<file path="config.mk">
export PLATFORM = sky130hd
export DESIGN_NAME = pipe_stage_reg
export DESIGN_NICKNAME = d
export VERILOG_FILES = /design/src/rtl/pipe_stage_reg.sv
export SDC_FILE = /design/constraint.sdc
export NUM_CORES = 1
export LEC_CHECK = 0
export CAP_MARGIN = 20
export CORE_UTILIZATION = 36
export DETAILED_ROUTE_END_ITERATION = 10
export GPL_TIMING_DRIVEN = 0
export HOLD_SLACK_MARGIN = 0.03
export PLACE_DENSITY = 0.82
export SLEW_MARGIN = 10
export SYNTH_ARGS = -nofsm -noshare
export SYNTH_HDL_FRONTEND = slang
export SYNTH_SLANG_ARGS = --single-unit
</file>
<file path="constraint.sdc">
create_clock -name clk -period 2.4 [get_ports clk]
set_input_delay 0.48 -clock clk [delete_from_list [all_inputs] [get_ports clk]]
set_output_delay 0.48 -clock clk [all_outputs]
set_load 0.01 [all_outputs]
</file>
<file path="src/rtl/pipe_stage_reg.sv">
// Handshaked pipeline stage register with NOP injection and flush.
// Define PIPE_STAGE_SKID_EN for a 2-entry skid buffer with registered ready_o.
module pipe_stage_reg #(
  parameter int unsigned      WIDTH     = 32,
  parameter logic [WIDTH-1:0] NOP_VALUE = '0
) (
  input  logic             clk,
  input  logic             rst,
  input  logic             valid_i,
  output logic             ready_o,
  input  logic [WIDTH-1:0] data_i,
  input  logic             nop_i,
  input  logic             flush_i,
  output logic             valid_o,
  input  logic             ready_i,
  output logic [WIDTH-1:0] data_o,
  output logic [1:0]       occupancy_o
);

  typedef enum logic [1:0] {
    StEmpty = 2'd0,
    StHalf  = 2'd1,
    StFull  = 2'd2
  } state_e;

  state_e           state_q, state_d;
  logic [WIDTH-1:0] main_q, main_d;
  logic [WIDTH-1:0] in_beat;
  logic             fire_in, fire_out;

`ifdef PIPE_STAGE_SKID_EN
  logic [WIDTH-1:0] skid_q, skid_d;
  logic             ready_q, ready_d;

  // Ready is registered so ready_i never reaches ready_o combinationally.
  assign ready_o = ready_q & ~rst;
  assign ready_d = (state_d != StFull);
`else
  assign ready_o = ~rst & (~valid_o | ready_i);
`endif

  assign valid_o     = (state_q != StEmpty);
  assign data_o      = main_q;
  assign occupancy_o = state_q;
  assign fire_in     = valid_i & ready_o;
  assign fire_out    = valid_o & ready_i;
  assign in_beat     = nop_i ? NOP_VALUE : data_i;

  always_comb begin
    state_d = state_q;
    main_d  = main_q;
`ifdef PIPE_STAGE_SKID_EN
    skid_d  = skid_q;
`endif
    if (flush_i) begin
      state_d = StEmpty;
      main_d  = NOP_VALUE;
`ifdef PIPE_STAGE_SKID_EN
      skid_d  = NOP_VALUE;
`endif
    end else begin
      case (state_q)
        StEmpty: begin
          if (fire_in) begin
            state_d = StHalf;
            main_d  = in_beat;
          end
        end
        StHalf: begin
          if (fire_in && fire_out) begin
            main_d = in_beat;
`ifdef PIPE_STAGE_SKID_EN
          end else if (fire_in) begin
            state_d = StFull;
            skid_d  = in_beat;
`endif
          end else if (fire_out) begin
            state_d = StEmpty;
            main_d  = NOP_VALUE;
          end
        end
`ifdef PIPE_STAGE_SKID_EN
        StFull: begin
          if (fire_out) begin
            state_d = StHalf;
            main_d  = skid_q;
            skid_d  = NOP_VALUE;
          end
        end
`endif
        default: begin
          state_d = StEmpty;
          main_d  = NOP_VALUE;
        end
      endcase
    end
  end

  always_ff @(posedge clk) begin
    if (rst) begin
      state_q <= StEmpty;
      main_q  <= NOP_VALUE;
`ifdef PIPE_STAGE_SKID_EN
      skid_q  <= NOP_VALUE;
      ready_q <= 1'b1;
`endif
    end else begin
      state_q <= state_d;
      main_q  <= main_d;
`ifdef PIPE_STAGE_SKID_EN
      skid_q  <= skid_d;
      ready_q <= ready_d;
`endif
    end
  end

endmodule

</file>
Word-level counts from Yosys, hierarchy flattened
Index checks and enable logic that the tools add are counted.
{ "op_classes": {"n_eq_ne": 5, "muxes": 9, "n_bitwise": 6, "reduce_logical": 6} }
{ "op_table": {"columns": ["op", "count"], "rows": [
  ["2-to-1 mux 32 bit", 4],
  ["one-hot mux 32 bit (2 select lines)", 1],
  ["2-to-1 mux 2 bit", 3],
  ["!= test 2 bit, second input constant", 3],
  ["one-hot mux 2 bit (2 select lines)", 1],
  ["bitwise AND 1 bit", 3],
  ["!= test 3 bit, second input constant", 1],
  ["AND reduction 3 bit", 1],
  ["== test 2 x 1 -> 1 bit, second input constant", 1],
  ["zero test 2 bit", 1],
  ["NOT 1 bit", 2],
  ["AND reduction 2 bit", 1],
  ["nonzero test 2 bit", 1],
  ["OR reduction 2 bit", 1],
  ["logical AND 1 bit", 1],
  ["bitwise OR 1 bit", 1]
]} }
{ "totals": {"reg_bits": 34, "in_bits": 38, "out_inout_bits": 36, "word_cells": 28} }

Depth between registers and ports, before layout
Gate-level depths: netlist of the first run.
{ "logic_depth": {"word_depth": 8, "depth_mapped": 5} }

Least setup slack after synthesis of the first run
OpenSTA, ideal clock, no wires.
{ "synth_path": {"path_type": "input -> register", "start": "input rst", "end": "register main_q[0], in the netlist data_o[0]", "arrival_ps": 1252, "required_ps": 2341, "path_slack_ps": 1089, "stages": 5, "n_path_buf": 2, "path_cell_list": "nor2_2 > nor4bb_1 > buf_4 > buf_6 > a22o_1"} }
{ "synth_between": {"elab_chain_len": 6} }
{ "synth_rtl": {"columns": ["item", "line", "source"], "rows": [
  ["start, declared", "8", "input logic rst,"],
  ["NOT 1 bit", "39", "assign ready_o = ~rst & (~valid_o | ready_i);"],
  ["bitwise AND 1 bit", "39", null],
  ["bitwise AND 1 bit", "45", "assign fire_in = valid_i & ready_o;"],
  ["logical AND 1 bit", "70", "if (fire_in && fire_out) begin"],
  ["2-to-1 mux 32 bit or != test 3 bit (tied branches)", null, null],
  ["one-hot mux 32 bit (2 select lines) or AND reduction 2 bit (tied branches)", null, null],
  ["end signal, assigned", "109", "main_q <= main_d;"],
  ["end, declared", "27", "logic [WIDTH-1:0] main_q, main_d;"]
]} }
Several ways; a longest one is shown, not always the timed one.
A chain may end at the register's enable or synchronous reset.

Final worst setup path of the first run
{ "layout_path": {"start": "input ready_i", "end": "output ready_o"} }
{ "layout_between": {"elab_chain_len": 2} }
{ "layout_rtl": {"columns": ["item", "line", "source"], "rows": [
  ["start, declared", "15", "input logic ready_i,"],
  ["bitwise OR 1 bit", "39", null],
  ["bitwise AND 1 bit", "39", null],
  ["end, declared", "10", "output logic ready_o,"]
]} }
Every way passes these cells.

==> results of run 1 <==
## through the flow
step           total power [W]  setup WS, ns  cells
3_5_place_dp          0.000706         0.267    185
2_1_floorplan         0.000612          1.09     82
4_1_cts                0.00106         0.267    193
3_3_place_gp          0.000703         0.295    185
5_1_grt                0.00109         0.234    193
6_report               0.00104         0.279    193
## cell type report
class | instances | area share
Multi-Input combinational cell | 40 | 0.175
Buffer | 9 | 0.0377
Timing Repair Buffer | 72 | 0.381
Clock inverter | 1 | 0.00264
Clock buffer | 7 | 0.0344
Sequential cell | 33 | 0.349
Tap cell | 31 | 0.0205
## cells in the mapped netlist
cell type,instances
nor2b_2,1
buf_2,3
buf_6,3
conb_1,1
dfxtp_1,33
buf_4,3
nor2_2,1
nor2_1,2
o21a_1,2
nor4bb_1,1
a22o_1,32
## per-layer routing
metal / part of all wire / GRT usage
met1: 0.42 / 0.208
met2: 0.48 / 0.281
met3: 0.081 / 0.0668
met4: 0.019 / 0.0836
met5: 0 / 0
## worst max-delay path, cell delays in order
cell and delay [ns]:
clkdlybuf4s50_1 0.47, nor2b_2 0.06, nor2_1 0.09, clkdlybuf4s50_1 0.54
## state kept, by name (all words and copies together) (netlist names)
name	flops
data_o	32
occupancy_o	1
## power groups by stage
stage          registers [W]   logic, W  clock network (W)
2_1_floorplan       0.000583  0.0000293                  0
3_3_place_gp        0.000577   0.000125                  0
3_5_place_dp        0.000578   0.000128                  0
4_1_cts             0.000565   0.000129           0.000363
5_1_grt             0.000567   0.000136           0.000385
6_report            0.000565   0.000128           0.000347
## cells by family (layout without fill, tap and decap cells)
logic type             after synthesis  count (layout)  synth area share
and+or+nand+nor                      5               5            0.0306
other                                1               1           0.00353
buffers and inverters                9              89            0.0671
DFF                                 33              33             0.621
AOI/OAI and AO/OA                   34              34             0.278
## worst max-delay path by stage
stage          cells after the start  slack [ns]        end  startpoint
3_5_place_dp                       4        0.27    ready_o     ready_i
4_1_cts                            4        0.27    ready_o     ready_i
6_report                           4        0.28    ready_o     ready_i
2_1_floorplan                      5        1.09  data_o[0]         rst
5_1_grt                            4        0.23    ready_o     ready_i
3_3_place_gp                       4        0.29    ready_o     ready_i
==> flow_summary.json, run 1 <==
{
  "p_per_area_nw_per_um2": 549,
  "outcome": "finished clean",
  "layout_commonest_cell": "clkdlybuf4s50_1",
  "vias": 934,
  "synth_warnings": 0,
  "required_ns": 1.92,
  "fin_crit_sh": 0.884,
  "synth_top_cell_by_area": "dfxtp_1",
  "hold_depth": 1,
  "r2r-start": "occupancy_o[0]",
  "cts_root_buffer": "clkbuf_4",
  "netlist_area_um2": 1060,
  "power_switching_w": 0.000222,
  "ir_drop_mv": 0.586,
  "cts_sinks": 33,
  "fp.dieArea_um2": 3180,
  "combPwrFrac": 0.123,
  "viasPerCell": 4.84,
  "placed_area_um2": 1820,
  "syn_nets": 120,
  "ant_nets": 0,
  "final-hold-violation-count": 0,
  "synth_cell_types": 11,
  "rsz0062_at_grt": "no",
  "num_rows": 19,
  "grt_antenna_before_repair": 0,
  "fill_cells": 220,
  "grt_pass1_vias": 938,
  "clk_pin_slew_ns": 0.09,
  "syn_inst": 82,
  "wire_per_inst_um": 13.4,
  "path_class": "input pin to primary output",
  "postCtsResizedCells": 0,
  "internal_power_w": 0.000818,
  "synth_top_area_frac": 0.621,
  "fin_setup_tns_ns": 0,
  "sequentialPowerShare": 0.543,
  "critPathArrivalTime_ns": 1.64,
  "seqCellArea_um2": 661,
  "synth_area_leaders": "dfxtp_1 62%, a22o_1 26%, buf_6 3.2%, buf_4 2.1%, buf_2 1.4%",
  "swShare": 0.213,
  "detail_route.wirelength_um": 2600,
  "numCtsBuffers": 5,
  "hold_end": "data_o[22]",
  "hold_slack_ns": 0.488,
  "cts_tree": "yes",
  "final_area_um2": 1890,
  "hpwl_um": 2040,
  "ys_ff_latch": 33,
  "dr.pass1.iters": 2,
  "antennaDiodeCount": 0,
  "final_cell_mix": "72 x clkdlybuf4s50_1, 33 x dfxtp_1, 32 x a22o_1",
  "clock_latency_ns": 0.32,
  "rrSetupSlack_ns": 1.06,
  "dieHeight_um": 56.4,
  "post-route-util": 0.681,
  "grt-ovfl-total": 0,
  "setup_viol": 0,
  "post_cts_buffers": 0,
  "start_kind": "input pin",
  "clock_path_buffers": 2,
  "drc": 0,
  "coreArea_um2": 2780,
  "ctsHoldBuffers": 0,
  "die_w_um": 56.4,
  "numPortBuffers": 72,
  "avgSynthCellArea_um2": 13.0,
  "htreeDepth": 2,
  "nNetsFinal": 199,
  "maxCapViolations": 0,
  "worstPathMaxFanout": 4,
  "drt-initial-drc-count": 31,
  "grt_usage": 0.176,
  "gp_congestion": 0.710,
  "hold_start": "data_o[22]",
  "area_growth_pct": 78.0,
  "slew_viol_final": 0,
  "io-pin-count": 74,
  "min_period_ns": 2.12,
  "start_util": 0.382,
  "drive_above_1_share": 0.117,
  "seq_area_frac_synth": 0.621,
  "crit_path_end_kind": "primary output",
  "grt_pass1_wl_um": 4270,
  "multiInputGateArea_um2": 332,
  "skew_ns": 0.00693,
  "r2r_end": "data_o[15]",
  "fmax_mhz": 471,
  "hp-class": "flip-flop to flip-flop",
  "grt_max_degree": 11,
  "power_frac_clock": 0.334,
  "reg2regPathDepth": 5,
  "leakage_nw": 0.748
}
Power figures use the tool's default switching activity.
==> run 2, diff against run 1 <==
TNS_END_PERCENT = 10   (was default)
==> results of run 2 <==
Same layout as run 1: the final DEF is identical, and so are final timing and power.
